### config.mk
export PLATFORM = sky130hd
export DESIGN_NAME = speles_taimeris
export DESIGN_NICKNAME = d
export VERILOG_FILES = /design/src/rtl/speles_pkg.sv /design/src/rtl/speles_tick_gen.sv /design/src/rtl/speles_taimeris.sv
export SDC_FILE = /design/constraint.sdc
export NUM_CORES = 1
export LEC_CHECK = 0
export BUFFER_PORTS_ARGS = -buffer_cell sky130_fd_sc_hd__buf_4
export CAP_MARGIN = 5
export CORE_MARGIN = 3
export CORE_UTILIZATION = 49
export CTS_CLUSTER_SIZE = 16
export DETAILED_ROUTE_END_ITERATION = 12
export PLACE_DENSITY = 0.67
export SETUP_SLACK_MARGIN = 0.15
export SLEW_MARGIN = 20
export SYNTH_ARGS = -nofsm -noshare
export SYNTH_HDL_FRONTEND = slang
export SYNTH_HIERARCHICAL = 1
export SYNTH_SLANG_ARGS = --single-unit
### constraint.sdc
create_clock -name clk -period 3.7 [get_ports clk]
set_input_delay 0.185 -clock clk [delete_from_list [all_inputs] [get_ports clk]]
set_output_delay 0.185 -clock clk [all_outputs]
set_load 0.01 [all_outputs]
### src/rtl/speles_pkg.sv
// Shared definitions for the round timer and the game-logic block:
// timer FSM encodings, the seconds width and the game-state encodings.
package speles_pkg;

  localparam int TIME_W = 5;

  localparam logic [1:0] T_IDLE    = 2'b00;
  localparam logic [1:0] T_RUN     = 2'b01;
  localparam logic [1:0] T_EXPIRED = 2'b10;

  typedef enum logic [1:0] {
    ST_IDLE    = T_IDLE,
    ST_RUN     = T_RUN,
    ST_EXPIRED = T_EXPIRED
  } t_state_e;

  typedef enum logic [1:0] {
    G_WAIT = 2'b00,
    G_PLAY = 2'b01,
    G_OVER = 2'b10
  } game_state_e;

endpackage

### src/rtl/speles_tick_gen.sv
// One-second tick generator: counts enabled cycles and pulses tick on the
// last count of each CLK_DIV-cycle period; clr restarts the period.
module speles_tick_gen #(
  parameter int CLK_DIV = 50000000
) (
  input  logic clk,
  input  logic rst_n,
  input  logic clr,
  input  logic en,
  output logic tick
);

  localparam int CNT_W = $clog2(CLK_DIV);
  localparam logic [CNT_W-1:0] CNT_MAX = CNT_W'(CLK_DIV - 1);

  logic [CNT_W-1:0] cnt_r;

  assign tick = en & (cnt_r == CNT_MAX);

  // Period counter; holds while disabled so partial seconds survive a pause.
  always_ff @(posedge clk or negedge rst_n) begin
    if (!rst_n) begin
      cnt_r <= {CNT_W{1'b0}};
    end else if (clr) begin
      cnt_r <= {CNT_W{1'b0}};
    end else if (tick) begin
      cnt_r <= {CNT_W{1'b0}};
    end else if (en) begin
      cnt_r <= cnt_r + CNT_W'(1'b1);
    end else begin
      cnt_r <= cnt_r;
    end
  end

endmodule

### src/rtl/speles_taimeris.sv
// Round countdown timer: arms on a time_f rising edge, counts seconds down
// while g_enable is high and raises end_f on expiry. Optional warn blinking
// is enabled with the TIMER_WARN_BLINK_EN macro.
module speles_taimeris
  import speles_pkg::*;
#(
  parameter int CLK_DIV   = 50000000,
  parameter int WARN_SEC  = 5,
  parameter int BLINK_DIV = 12500000
) (
  input  logic       clk,
  input  logic       rst_n,
  input  logic       time_f,
  input  logic [0:4] time_v,
  input  logic       g_enable,
  output logic       end_f,
  output logic [0:4] remaining,
  output logic       warn,
  output logic [0:1] t_state
);

  if (CLK_DIV < 2 || BLINK_DIV < 2) begin : g_bad_param
    $error("speles_taimeris: CLK_DIV and BLINK_DIV must be >= 2");
  end

  localparam logic [TIME_W-1:0] WARN_LIM = TIME_W'(WARN_SEC);

  t_state_e          state_r, state_n;
  logic [TIME_W-1:0] rem_r, rem_n;
  logic              end_r, end_n;
  logic              warn_r;
  logic              time_f_q_r;
  logic              rise_s;
  logic              tick_s;
  logic              tick_clr_s;
  logic              tick_en_s;
  logic              warn_cond_s;

  assign rise_s     = time_f & ~time_f_q_r;
  assign tick_clr_s = rise_s | (state_r != ST_RUN);
  assign tick_en_s  = (state_r == ST_RUN) & g_enable & time_f;

  speles_tick_gen #(
    .CLK_DIV(CLK_DIV)
  ) u_tick_gen (
    .clk  (clk),
    .rst_n(rst_n),
    .clr  (tick_clr_s),
    .en   (tick_en_s),
    .tick (tick_s)
  );

  // Next-state logic; an arm edge outranks abort and expiry.
  always_comb begin
    state_n = state_r;
    rem_n   = rem_r;
    end_n   = end_r;
    if (rise_s) begin
      rem_n = time_v;
      if (time_v == 5'd0) begin
        state_n = ST_EXPIRED;
        end_n   = 1'b1;
      end else begin
        state_n = ST_RUN;
        end_n   = 1'b0;
      end
    end else begin
      case (state_r)
        ST_IDLE: begin
          end_n = 1'b0;
        end
        ST_RUN: begin
          if (!time_f) begin
            state_n = ST_IDLE;
            end_n   = 1'b0;
          end else if (tick_s && (rem_r != 5'd0)) begin
            rem_n = rem_r - 5'd1;
            if (rem_r == 5'd1) begin
              state_n = ST_EXPIRED;
              end_n   = 1'b1;
            end else begin
              end_n = 1'b0;
            end
          end else begin
            end_n = 1'b0;
          end
        end
        ST_EXPIRED: begin
          rem_n = 5'd0;
          if (!time_f) begin
            state_n = ST_IDLE;
            end_n   = 1'b0;
          end else begin
            end_n = 1'b1;
          end
        end
        default: begin
          state_n = ST_IDLE;
          rem_n   = 5'd0;
          end_n   = 1'b0;
        end
      endcase
    end
  end

  assign warn_cond_s = (state_n == ST_RUN) & (rem_n <= WARN_LIM) & (rem_n != 5'd0);

  // FSM, countdown and arm-edge registers.
  always_ff @(posedge clk or negedge rst_n) begin
    if (!rst_n) begin
      state_r    <= ST_IDLE;
      rem_r      <= 5'd0;
      end_r      <= 1'b0;
      time_f_q_r <= 1'b0;
    end else begin
      state_r    <= state_n;
      rem_r      <= rem_n;
      end_r      <= end_n;
      time_f_q_r <= time_f;
    end
  end

`ifdef TIMER_WARN_BLINK_EN
  localparam int BL_W = $clog2(BLINK_DIV);
  localparam logic [BL_W-1:0] BL_MAX = BL_W'(BLINK_DIV - 1);

  logic [BL_W-1:0] blink_cnt_r;
  logic            warn_cond_r;

  // Blink generator: starts high on entry, toggles each BLINK_DIV running cycles.
  always_ff @(posedge clk or negedge rst_n) begin
    if (!rst_n) begin
      warn_r      <= 1'b0;
      warn_cond_r <= 1'b0;
      blink_cnt_r <= {BL_W{1'b0}};
    end else begin
      warn_cond_r <= warn_cond_s;
      if (!warn_cond_s) begin
        warn_r      <= 1'b0;
        blink_cnt_r <= {BL_W{1'b0}};
      end else if (!warn_cond_r) begin
        warn_r      <= 1'b1;
        blink_cnt_r <= {BL_W{1'b0}};
      end else if (g_enable) begin
        if (blink_cnt_r == BL_MAX) begin
          blink_cnt_r <= {BL_W{1'b0}};
          warn_r      <= ~warn_r;
        end else begin
          blink_cnt_r <= blink_cnt_r + BL_W'(1'b1);
        end
      end else begin
        blink_cnt_r <= blink_cnt_r;
      end
    end
  end
`else
  // Steady warn level aligned with remaining.
  always_ff @(posedge clk or negedge rst_n) begin
    if (!rst_n) begin
      warn_r <= 1'b0;
    end else begin
      warn_r <= warn_cond_s;
    end
  end
`endif

  assign end_f     = end_r;
  assign remaining = rem_r;
  assign warn      = warn_r;
  assign t_state   = state_r;

endmodule

## Word level (Yosys, flattened, before mapping)

Cells that the tools add are included.

| storage, ports and cells | value |
|---|---|
| register bits | 36 |
| output and inout port bits | 9 |

| operators by class | value |
|---|---|
| reduce and logical (&&, ||, !) cells | 6 |
| add/sub/neg operators | 2 |
| equal/unequal tests | 6 |
| bitwise logic cells | 8 |
| mux-type cells | 21 |
| $lt $le $gt $ge | 1 |

Operators with widths:

| kind | number |
|---|---|
| $mux W26 | 3 |
| $add A26 B1 Y26 const B | 1 |
| $eq A26 B26 Y1 const B | 1 |
| $mux W5 | 3 |
| $mux W2 | 6 |
| $pmux W5 S2 | 1 |
| $reduce_bool A5 Y1 | 2 |
| $and A1 B1 Y1 | 6 |
| $mux W1 | 6 |
| $pmux W2 S3 | 1 |
| $eq A5 B1 Y1 const B | 1 |
| $le A5 B3 Y1 const B | 1 |
| $logic_not A5 Y1 | 1 |
| $sub A5 B1 Y5 const B | 1 |
| $eq A2 B1 Y1 const B | 2 |
| $reduce_bool A3 Y1 | 1 |
| $eq A2 B2 Y1 const B | 1 |
| $logic_not A2 Y1 | 1 |
| $ne A2 B1 Y1 const B | 1 |
| $pmux W1 S2 | 1 |
| $logic_and A1 B1 Y1 | 1 |
| $not A1 Y1 | 1 |
| $or A1 B1 Y1 | 1 |

## Depth between registers and ports, before layout

Gate-level depths: netlist (run 1).

| depth | value |
|---|---|
| depth after elaboration | 12 |
| gate-level depth with buffers | 13 |

## Hierarchy

Netlist (run 1), hierarchy kept.

Modules (own cells, without submodules):

| module | cells an instance | instances | area each (um^2) | sequential area each (um^2) |
|---|---|---|---|---|
| speles_tick_gen | 152 | 1 | 1,445.1 | 650.6 |
| speles_taimeris | 92 | 1 | 884.6 | 250.2 |

## Worst setup path after synthesis (run 1)

No wires, ideal clock.

| timing | value |
|---|---|
| kind | reg-to-reg |
| start | reg state_r[1] (netlist: t_state[0]) |
| end | reg warn_r (netlist: warn) |
| path slack | 0.819 ns |
| setup time | 0.107 ns |
| data required time | 3.593 ns |
| buffers on the path | 2 |
| arrival | 2.775 ns |
| stages on the path, launching flop included | 14 |
| path through | dfrtp_1 > inv_1 > ha_1 > buf_2 > and3_1 > buf_2 > and3_1 > nand4_1 > nor2_1 > nand3_1 > nor4b_1 > a211o_2 > o32ai_1 > a2111oi_4 |

| between the ends | value |
|---|---|
| cells in the longest elaborated chain, start to end | 12 |
| elaborated cells on any way between the ends | 22 |
| those cells by class | 1 x order compare; 3 x eq/ne; 10 x mux; 5 x bitwise; 3 x reduce/logical |

Ends and longest elaborated chain:

| element | line | RTL |
|---|---|---|
| start, declared | speles_taimeris.sv:28 | `t_state_e state_r, state_n;` |
| start signal, assigned | speles_taimeris.sv:116 | `state_r <= state_n;` |
| $eq A2 B1 Y1 (*) | speles_taimeris.sv:41 | `assign tick_en_s = (state_r == ST_RUN) & g_enable & time_f;` |
| $and A1 B1 Y1 (*) (2 in a row) | speles_taimeris.sv:41 |  |
| net tick_en_s | speles_taimeris.sv:36 | `logic tick_en_s;` |
| $and A1 B1 Y1 (*) | speles_tick_gen.sv:18 | `assign tick = en & (cnt_r == CNT_MAX);` |
| net tick_s | speles_taimeris.sv:34 | `logic tick_s;` |
| $logic_and A1 B1 Y1 (*) | speles_taimeris.sv:76 | `end else if (tick_s && (rem_r != 5'd0)) begin` |
| $mux W5 / $mux W2 (equally long branches) | speles_taimeris.sv:76 |  |
| $mux W5 / $mux W2 (equally long branches) | speles_taimeris.sv:73 | `if (!time_f) begin` |
| $pmux W5 S2 / $pmux W2 S3 (equally long branches) | speles_taimeris.sv:68 | `case (state_r)` |
| $mux W5 / $mux W2 (equally long branches) | speles_taimeris.sv:58 | `if (rise_s) begin` |
| $le A5 B3 Y1 / $eq A2 B1 Y1 (equally long branches) | speles_taimeris.sv:106 | `assign warn_cond_s = (state_n == ST_RUN) & (rem_n <= WARN_LIM) & (rem_n != 5'd0);` |
| $and A1 B1 Y1 | speles_taimeris.sv:106 |  |
| $and A1 B1 Y1 (*) | speles_taimeris.sv:106 |  |
| net warn_cond_s | speles_taimeris.sv:37 | `logic warn_cond_s;` |
| end signal, assigned | speles_taimeris.sv:162 | `warn_r <= warn_cond_s;` |
| end, declared | speles_taimeris.sv:31 | `logic warn_r;` |

Mark *: on every way through the listed nets, which the timed path passes. The rest lies on a longest branch.
A chain may end at the register's enable or synchronous reset.

## Worst setup path after layout (run 1)

Ends and elaborated chain as after synthesis.

==> results of run 1 <==
==> through the flow <==
| stage | worst slack [ps] | hold slack [ps] | utilization |
|---|---|---|---|
| CTS | 446 | 74.6 | 0.568 |
| global route | 142 | 81.4 | 0.569 |
| global placement | 589 | 177 | 0.542 |
| detailed placement | 485 | 172 | 0.542 |
| finish | 439 | 79.4 | 0.569 |
| floorplan | 819 | -111 | - |
==> sequential cells by signal, summed over array words and instances, names as in the netlist <==
signal            flops
end_f                 1
t_state               2
remaining             5
time_f_q_r            1
warn                  1
u_tick_gen/cnt_r     26
==> kinds of logic (layout without fill, tap and decap cells) <==
logic type	after synthesis	after routing	synth area share
buffers and inverters	23	37	0.0634
and+or+nand+nor	106	106	0.286
AOI/OAI and AO/OA	60	60	0.179
xor gates and xnor gates	10	10	0.0376
DFF	36	36	0.387
adders and majority gates	8	8	0.0430
muxes	1	1	0.00430
==> per-layer routing <==
| metal | vias up | routed length [um] |
|---|---|---|
| li1 | 932 | - |
| met1 | 903 | 2440 |
| met2 | 41 | 2200 |
| met3 | 5 | 263 |
| met4 | 0 | 59 |
| met5 | - | 0 |
==> how the worst max path moves through the flow <==
stage / from / to / slack [ps] / depth (start not counted)
floorplan: t_state[0]$_DFF_PN0_ / warn$_DFF_PN0_ / 820 / 13
global placement: t_state[0]$_DFF_PN0_ / warn$_DFF_PN0_ / 590 / 11
detailed placement: t_state[0]$_DFF_PN0_ / warn$_DFF_PN0_ / 480 / 11
CTS: t_state[0]$_DFF_PN0_ / warn$_DFF_PN0_ / 450 / 11
global route: t_state[0]$_DFF_PN0_ / warn$_DFF_PN0_ / 140 / 11
finish: t_state[0]$_DFF_PN0_ / warn$_DFF_PN0_ / 440 / 11
==> power breakdown <==
group / switching [uW] / leakage, uW / internal, uW
clock network: 145 / 0.0000552 / 200
logic: 104 / 0.000494 / 81.4
registers: 27.8 / 0.000490 / 409
==> layout by cell type, fill, tap and decap left out, types with 5 or more instances in the layout <==
cell / Yosys / routed
a21oi_1: 19 / 19
and3_1: 5 / 5
buf_4: 2 / 19
clkbuf_8: 0 / 5
dfrtp_1: 36 / 36
ha_1: 8 / 8
inv_1: 9 / 9
nand2_1: 11 / 11
nand3_1: 13 / 13
nand4_1: 12 / 12
nor2_1: 19 / 19
nor3_1: 5 / 5
o21ai_0: 13 / 13
o31ai_1: 5 / 5
or3_1: 9 / 9
or4_1: 5 / 5
xor2_1: 8 / 8
==> repair_timing <==
action	4_1_cts	5_1_grt
endpoints found under the hold margin	36	0
gates resized for setup	0	1
hold buffers	1	0
setup endpoints to repair	0	1
setup buffers	0	0
==> layout make-up <==
type | instances | share of cell area
flip-flops and latches | 36 | 0.354
well taps | 52 | 0.0255
repair buffers | 20 | 0.0599
clock buffers | 6 | 0.0285
clock inverters | 2 | 0.0138
inverters | 9 | 0.0133
multi-input cells | 185 | 0.505
==> results, run 1 <==
- The library cell with the highest instance count after synthesis is dfrtp_1.
- The startpoint class of the critical path is a flop.
- Using the TritonRoute via totals, the vias-per-cell ratio works out to 6.07.
- The floorplan step set the die height to 75.0 um.
- Clock latency on the worst-skew pair, taken at its later pin, is 290 ps.
- The fraction of registers with async set/reset is 1.00.
- Counting along the longest clock path gives a buffer depth of 2.
- Counting flops with a built-in enable in the synthesized netlist gives 0.
- In this run the tightest slew margin relative to its limit is 0.605.
- The via count of the first global-routing pass is 1753.
- Synthesis handed over a netlist of 244 instances.
- Traced cell by cell, the critical path runs through inv_1 > ha_1 > and3_1 > and3_1 > nand4_1 > nor2_1 > nand3_1 > a21o_1 > a211oi_1 > a211oi_1 > a2111oi_4.
- The effective utilization at floorplan is 0.521.
- The number of cell rows is 24.
- The total area of multi-input combinational cells is 1290 um2.
- The worst hold-check path type is in2reg.
- In this run the static leakage power is 0.00104 uW.
- Setup repair after global routing left no endpoint under its margin.
- The count of final hold-check violations is 0.
- The met2 track demand over resource is 0.278.
- Before antenna repair, the detailed router went through 4 iterations.
- Data on the critical path is required at its endpoint by 3890 ps.
- The count of cells along the worst hold path is 1.
- The maximum number of pins on one net before global-route repair is 37.
- Counting flops and latches in the post-synthesis netlist gives 36.
- The number of placed instances with taps included is 301.
- The total power draw is 967 uW.
- Counting distinct cell types in the post-synthesis netlist gives 57.
- The count of non-filler cells in the finished layout is 310.
- The areal power density over the cells is 380 nW/um2.
- Global routing finished with a remaining overflow of 0.
- The slowest cell on the critical path is dfrtp_1.
- The upper clock frequency limit is 0.307 GHz.
- The net count after synthesis is 261.
- The area added between synthesis and finish is 9.34%.
- In the synthesized netlist the dominant register cell turns out to be dfrtp_1.
- For the pin with the worst max-slew slack, the measured transition is 593 ps.
- Of the cells placed in the final design, the portion with a size suffix greater than 1 is 0.178.
- Across the routed clock network, the largest skew measured is 5.96 ps.
- The die covers 5620 um2.
- The repair_antennas step left the layout with diodes totalling 0.
- The post-route clock period utilization is 0.881.
- The finished cells cover 2550 um2.
- The x dimension of the die is 75.0 um.
- The worst setup path category is reg2reg.
- The clock tree root driver cell is clkbuf_8.
- Ranked by instance count, the synthesized netlist is headed by dfrtp_1, a21oi_1, nor2_1.
- For met3 alone, demand over resource in global routing was 0.0494.
- The total clock sinks is 36.
- The max-slew violation count is 0.
- The number of endpoints failing setup at the final stage is 0.
- TritonCTS built the clock tree.
- The reg-to-reg critical path endpoint is warn$_DFF_PN0_.
- In the global route stage, overall resource usage came out at 0.194.
- The first global-routing pass estimated 8290 um of wire.
- The worst setup path is captured at a flop.
- Of all nets on the critical path, the largest fanout is 11.
- The register clock-pin slew on the reported worst setup and hold paths is 70 ps.
- On the worst path, the slowest cell contributes a delay of 430 ps.
- The number of warnings issued by yosys is 6.
- The aggregate negative setup slack is 0 ps.
- The initial antenna violation count is 0.
- In this run the register-to-register setup slack is 440 ps.
- Routability-driven placement finished with a final weighted congestion of 0.888.
- The wire length reported by the detailed router is 4970 um.
- The post-detailed-route DRC marker count is 0.
- The count of antenna-violating nets left after detailed routing is 0.
- The number of violations of the max-capacitance limit is 0.
- Counting the fill cells in the layout gives 387.
- The number of buffers added on ports is 17.
- The net count of the finished layout is 274.
- The CTS buffer count is 5.
- The number of cells on the worst reg-to-reg path is 11.
- The number of levels in the clock H-tree is 2.
- The total vias in the final route is 1881.
- The flow ran to the end, and the final reports show no timing, DRC or antenna violations.
- By area the synthesized netlist is led by dfrtp_1, ha_1, a21oi_1.
- For the worst setup path, the data arrival time is 3450 ps.
- The path with the worst hold slack has its endpoint at time_f_q_r$_DFF_PN0_.
- The core region is 4470 um2.
- The register cell area after layout is 901 um2.
- The synthesized design spends more area on one cell type than any other, namely dfrtp_1.
- The mean instance size in the synthesized netlist is 9.55 um2.
- The startpoint of the worst register-to-register path is t_state[0]$_DFF_PN0_.
- The post-layout minimum cycle time is 3260 ps.
- After detailed routing, the average wire length per cell comes to 16.0 um.
- In this run the count of I/O pins placed on the die edge is 18.
- In this run the cell area of the synthesized design comes to 2330 um2.
- The layer flagged by global routing as most heavily used is met1.
- For this run, the register share of the synthesized area comes to 0.387.
- The worst-case IR drop observed on VDD is 198 uV.
- The total placed instance area is 2420 um2.
- On the critical path the largest part of the delay comes from simple AND/OR/NAND/NOR gates.
- The sum of net half-perimeters after detailed placement is 3420 um.
- In the global route stage, met1 resource usage came out at 0.287.
- The startpoint of the tightest hold check path is time_f.
- The number of buffers and inverters on the critical path is 1.
- The initial DRC count is 134.
- The fraction of synthesized cell area taken by the top area cell type is 0.387.
Note: power is estimated with default switching activity, not from simulation.
==> run 2, diff against run 1 <==
Settings changed: CTS_BUF_LIST from default to sky130_fd_sc_hd__clkbuf_4 sky130_fd_sc_hd__clkbuf_8.
==> run 2 against run 1 <==
Effect of this change:
- sequential share of layout area is 0.052 points lower
- global-route usage stayed put
- wire length is 0.66% lower
- first-iteration DRC count stayed put
- clock power is 2% higher
- non-clock buffer count stayed put
- critical endpoint unchanged
- largest cell class unchanged
- largest power group unchanged
- highest routed layer unchanged
==> results, run 2 (same netlist as run 1, synthesis figures left out) <==
- The startpoint of the worst register-to-register path is t_state[0]$_DFF_PN0_.
- Summing over every cut layer, the via total after detailed routing is 1866.
- The register clock-pin slew on the reported worst setup and hold paths is 80 ps.
- Power spread over the standard cell area amounts to 382 nW/um2.
- The largest single stage delay on the critical path is 420 ps.
- The initial antenna violation count is 0.
- The H-tree was split into 2 levels.
- The share of final-layout standard cells stronger than drive strength 1 is 0.182.
- Of the available clock period, the critical path in the final layout requires 0.884.
- IR analysis of the VDD net gives a maximum drop of 219 uV.
- Along the worst hold path, the cell count comes to 1.
- The effective utilization at floorplan is 0.521.
- The startpoint class of the critical path is a flop.
- Walking the worst path, the cells encountered are inv_1 > ha_1 > and3_1 > and3_1 > nand4_1 > nor2_1 > nand3_1 > a21o_1 > a211oi_1 > a211oi_1 > a2111oi_4.
- Counting along the longest clock path gives a buffer depth of 2.
- After floorplanning, the core was divided into 24 placement rows.
- The total overflow left after global routing is 0.
- The worst hold-check path type is in2reg.
- The register cell area after layout is 901 um2.
- Leaving out fill and tap cells, the most frequent cell in the layout is dfrtp_1.
- The number of violations of the max-capacitance limit is 0.
- During I/O placement, the number of pins put on the boundary was 18.
- The total placed instance area is 2420 um2.
- The first global-routing pass estimated 8290 um of wire.
- met1 is the most crowded layer.
- The number of cells on the worst reg-to-reg path is 11.
- The slowest cell on the critical path is dfrtp_1.
- The die extent in y is 75.0 um.
- The standby leakage power is 0.00104 uW.
- The iteration count of the initial detailed-routing pass is 4.
- Clock latency on the worst-skew pair, taken at its later pin, is 290 ps.
- The data arrival time of the critical path is 3460 ps.
- Headroom to the max-slew limit came out at 0.601.
- Of all nets on the critical path, the largest fanout is 11.
- For met3 alone, demand over resource in global routing was 0.0494.
- In the routed layout, each cell is associated on average with a via count of 6.02.
- For this run, the post-layout net count is 274.
- The count of buffers added on input and output ports is 17.
- The startpoint of the tightest hold check path is time_f.
- The TritonCTS clock tree is built.
- The core region is 4470 um2.
- After routing, the total negative slack on setup checks comes to 0 ps.
- The category of the worst setup path capture point is a flop.
- The max-slew violation count is 0.
- The CTS buffer count is 5.
- Based on the critical path, the design can be clocked at up to 0.306 GHz.
- The critical path is of the reg2reg type.
- Summing all non-filler instances in the final layout gives an area of 2550 um2.
- Counting the fill cells in the layout gives 386.
- The die outline area is 5620 um2.
- Setup violations remaining at the end of the flow were counted as 0.
- Compared with the post-synthesis result, the final layout area differs by 9.51%.
- Entering global routing, the biggest net connects 37 pins.
- The worst hold path terminates at time_f_q_r$_DFF_PN0_.
- For this run, the number of standard cells in the final layout without fillers is 310.
- At the pin with the least slew margin, the transition time is 598 ps.
- The floorplan step set the die width to 75.0 um.
- The global placement routability congestion is 0.888.
- In this run the remaining antenna-violating nets after routing total 0.
- The count of final hold-check violations was 0.
- At the worst endpoint, the required time is 3890 ps.
- Measured on the finished design, the core utilization comes to 0.570.
- The clock tree root driver cell is clkbuf_8.
- Summed over all layers, the routed wires come to 4940 um.
- The total clock sinks is 36.
- The initial DRC count is 134.
- The post-detailed-route wirelength per cell is 15.9 um.
- Summing all multi-input logic gate instances after layout gives 1290 um2.
- The sum of net half-perimeters after detailed placement is 3420 um.
- In the layout the commonest cells are dfrtp_1, a21oi_1, nor2_1, buf_4.
- The global routing met1 resource utilization is 0.287.
- The post-detailed-route DRC marker count is 0.
- The register with the most flip-flops in the layout has 26 of them.
- The repair_antennas step left the layout with diodes totalling 0.
- The reg-to-reg critical path endpoint is warn$_DFF_PN0_.
- The flow ran to the end, and the final reports show no timing, DRC or antenna violations.
- The clock skew after layout is 5.53 ps.
- Setup repair after global routing left no endpoint under its margin.
- The number of placed instances with taps included is 301.
- More flip-flops sit in one register than any other, and that register is u_tick_gen/cnt_r.
- The total routing usage reported by global routing is 0.194.
- The met2 track demand over resource is 0.278.
- Setup slack on the worst reg-to-reg path comes out at 430 ps.
- The smallest clock period supported by the final layout is computed as 3270 ps.
- The via count of the first global-routing pass is 1753.
run 2: changes by cell type in the layout (fill, tap and decap cells not counted):
cell and change:
clkbuf_1 -1, clkbuf_4 +1
run 2: cell type report:
class / instances / area share
Sequential cell: 36 / 0.353
Multi-Input combinational cell: 185 / 0.505
Inverter: 9 / 0.0132
Clock buffer: 6 / 0.0299
Tap cell: 52 / 0.0255
Timing Repair Buffer: 20 / 0.0598
Clock inverter: 2 / 0.0137
run 2: how the worst max path moves through the flow:
stage | start | endpoint | cells after the start
2_1_floorplan | t_state[0]$_DFF_PN0_ | warn$_DFF_PN0_ | 13
3_3_place_gp | t_state[0]$_DFF_PN0_ | warn$_DFF_PN0_ | 11
3_5_place_dp | t_state[0]$_DFF_PN0_ | warn$_DFF_PN0_ | 11
4_1_cts | t_state[0]$_DFF_PN0_ | warn$_DFF_PN0_ | 11
5_1_grt | t_state[0]$_DFF_PN0_ | warn$_DFF_PN0_ | 11
6_report | t_state[0]$_DFF_PN0_ | warn$_DFF_PN0_ | 11
run 2: worst max-delay path, delay by kind of cell (launching register included):
kind	cells	cell delay [ps]
adders and majority gates	1	350
buffers and inverters	1	90
AOI/OAI and AO/OA	4	990
DFF	1	420
and+or+nand+nor	5	1320
run 2: timing repair:
action	in CTS	in global routing
buffers inserted	0	0
endpoints found under the setup margin	0	1
hold buffers	1	0
hold endpoints to repair	36	0
resized for setup	0	1
run 2: power breakdown:
| group | leakage (uW) | internal [uW] | switching [uW] | total (uW) |
|---|---|---|---|---|
| clock network | 0.0000586 | 207 | 145 | 353 |
| logic | 0.000494 | 81.4 | 104 | 185 |
| registers | 0.000490 | 409 | 27.3 | 436 |
run 2: metrics by stage:
step / hold slack, ps / total power [uW] / setup WS, ps
finish: 77.4 / 974 / 430
global route: 81.4 / 1030 / 142
floorplan: -111 / 571 / 819
CTS: 74.6 / 985 / 446
detailed placement: 172 / 627 / 485
global placement: 177 / 628 / 589
run 2: metal layers:
metal	part of all wire	wire length, um
met1	0.49	2440
met2	0.44	2190
met3	0.050	249
met4	0.012	59
met5	0	0
==> run 3, diff against run 2 <==
Settings changed: CORE_ASPECT_RATIO from default to 1.2.
==> run 3 against run 2 <==
Effect of this change:
- via count rose by 3.7%
- sequential cell count did not move
- total power fell by 9.0%
- final area fell by 1.5%
- non-clock buffer count fell by 1
- wire length fell by 1.2%
- largest power group unchanged
- clock skew rose by 3.4 ps
- highest routed layer unchanged
- critical path depth did not move
- die area barely moved
- combinational power barely moved
- count of clock-buffer cells in the layout did not move
==> results, run 3 (same netlist as run 1, synthesis figures left out) <==
- In this run the standard cell core region covers 4420 um2.
- Between clock sinks in the finished design, the worst skew comes to 8.98 ps.
- CTS placed an instance of clkbuf_8 at the clock tree root.
- The share of total power in combinational logic is 0.207.
- Once placement finished, the instance area stood at 2420 um2.
- STA puts the critical path data required time at 3850 ps.
- At the end of routability-driven placement, the weighted congestion stood at 0.849.
- Setup repair after global routing left no endpoint under its margin.
- The internal power of the cells totals 627 uW.
- The count of final hold-check violations is 0.
- The multi-input combinational cells in the finished layout cover a total of 1280 um2.
- The max-slew violation count came to 0.
- The initial utilization of the core area, before any placement, comes to 0.527.
- The most common cell after layout, fill and taps aside is dfrtp_1.
- In the final layout, flip-flops and latches occupy 901 um2.
- The worst supply voltage drop on vdd is 209 uV.
- The category of the worst setup path capture point is a flop.
- In this run the worst path has a maximum fanout of 11.
- Adding up every negative setup slack in the final design gives 0 ps.
- The worst setup path category is reg2reg.
- The remaining global-route overflow is 0.
- The share of final-layout standard cells stronger than drive strength 1 is 0.172.
- The initial DRC count is 141.
- The post-CTS resize count is 0.
- The final instance area is 2510 um2.
- The total routing usage reported by global routing is 0.197.
- Of the total power, the share spent switching nets is 0.293.
- The number of levels in the clock H-tree is 2.
- The final layout contains routed wiring with a total length of 4880 um.
- The sum of net half-perimeters after detailed placement is 3490 um.
- The I/O pin count is 18.
- The area added between synthesis and finish is 7.84%.
- The clock reaches the later pin of the worst-skew pair after 290 ps.
- For the pin with the worst max-slew slack, the measured transition is 523 ps.
- The data arrival time of the critical path is 3370 ps.
- The TritonCTS clock tree is built.
- For the finished layout, the period the worst path requires is 3220 ps.
- Setup violations remaining at the end of the flow were counted as 0.
- The standby leakage power is 0.00102 uW.
- For this design the total switching power over the nets is 260 uW.
- Post-CTS timing repair inserted 0 buffers for setup.
- The post-route clock period utilization is 0.871.
- In the layout the commonest cells are dfrtp_1, a21oi_1, nor2_1.
- The total clock sinks is 36.
- The antenna diode instance count is 0.
- The die is 81.5 um tall.
- In this run the worst hold path is classified as in2reg.
- Entering global routing, the biggest net connects 37 pins.
- The floorplan step defined a die boundary enclosing 5620 um2.
- The number of cell rows is 26.
- The tightest slew margin relative to the limit is 0.651.
- Of the total power, the clock network draws 0.302.
- The die is 68.9 um wide.
- The placement-stage worst setup slack is 498 ps.
- The register bank with the most flops is u_tick_gen/cnt_r.
- No sink is reached through more buffers than the 2 on the longest clock path.
- Once routing completed, OpenROAD measured the worst setup slack at 476 ps.
- Static timing analysis puts the maximum clock frequency at 0.310 GHz.
- The register with the most flip-flops in the layout has 26 of them.
- Dividing total power by cell area gives a power density of 353 nW/um2.
- For this run, design rule violations remaining after detail routing come to 0.
- The iteration count of the initial detailed-routing pass is 4.
- Of the total power, registers draw 0.491.
- The average via count per standard cell is 6.20.
- The via count of the first global-routing pass is 1893.
- Dividing the detail-routed wire length by the instance count gives 15.6 um.
- Across the run, the number of max-cap violations was 0.
- The flow ran to the end, and the final reports show no timing, DRC or antenna violations.
- The CTS buffer count is 5.
- The initial antenna violation count is 0.
- The detail route stage leaves a number of antenna-violating nets equal to 0.
- During placement, the flow inserted port buffers numbering 17.
- The net count of the finished layout is 273.
- The filler cell count is 434.
- The first global-routing pass estimated 8330 um of wire.
- The register clock-pin slew on the reported worst setup and hold paths is 60 ps.
- The total vias in the final route is 1935.
- The worst setup path is launched from a flop.
[run 3: changes by cell type in the layout (fill, tap and decap cells not counted), sizes merged]
cell	previous run	this run
buf	19	18
bufinv	1	0
[run 3: power groups by stage]
| stage | Sequential, uW | Clock, uW | Combinational [uW] |
|---|---|---|---|
| final | 435 | 268 | 183 |
| after global routing | 438 | 294 | 203 |
| after CTS | 435 | 277 | 185 |
| after detailed placement | 442 | 0 | 183 |
| after global placement | 442 | 0 | 184 |
| after floorplan | 441 | 0 | 130 |
[run 3: final cells by class]
type / instances / area share
Clock buffer: 6 / 0.0304
Clock inverter: 1 / 0.00199
Inverter: 9 / 0.0134
Multi-Input combinational cell: 185 / 0.510
Sequential cell: 36 / 0.359
Tap cell: 56 / 0.0279
Timing Repair Buffer: 19 / 0.0578
[run 3: critical path, cell delays in order, from the launching register on]
cell and delay, ps:
dfrtp_1 430, inv_1 100, ha_1 330, and3_1 360, and3_1 290, nand4_1 210, nor2_1 250, nand3_1 180
nor4b_1 360, a211oi_1 120, a211oi_1 390, a2111oi_4 80
[run 3: path summary, 6_finish.rpt]
| check | from | to | slack [ps] | cells after the start |
|---|---|---|---|---|
| max | t_state[0]$_DFF_PN0_ | warn$_DFF_PN0_ | 480 | 11 |
| min | time_f | time_f_q_r$_DFF_PN0_ | 90 | 1 |
| max reg2reg | t_state[0]$_DFF_PN0_ | warn$_DFF_PN0_ | 480 | 11 |
| min reg2reg | u_tick_gen/cnt_r[25]$_DFFE_PN0P_ | u_tick_gen/cnt_r[25]$_DFFE_PN0P_ | 550 | 2 |
| max in group asynchronous | rst_n | u_tick_gen/cnt_r[0]$_DFFE_PN0P_ | 2980 | 2 |
| min in group asynchronous | rst_n | u_tick_gen/cnt_r[18]$_DFFE_PN0P_ | 390 | 2 |
[run 3: routing by layer]
layer / vias to the layer above / global-route usage / part of all wire
met4: 0 / 0.0780 / 0.016
met5: - / 0 / 0
met2: 35 / 0.368 / 0.53
met3: 7 / 0.0383 / 0.030
li1: 936 / - / -
met1: 957 / 0.210 / 0.42
[run 3: metrics by stage]
| stage | power, uW | util | instances | hold slack [ps] |
|---|---|---|---|---|
| 6_report | 886 | 0.568 | 312 | 94.5 |
| 5_1_grt | 935 | 0.568 | 312 | 90.9 |
| 4_1_cts | 896 | 0.568 | 312 | 86.5 |
| 2_1_floorplan | 571 | - | 244 | -111 |
| 3_3_place_gp | 626 | 0.547 | 304 | 171 |
| 3_5_place_dp | 625 | 0.547 | 304 | 172 |
[run 3: what timing repair did]
item	CTS	global route
hold buffers	1	0
endpoints found under the hold margin	36	0
setup endpoints to repair	0	0
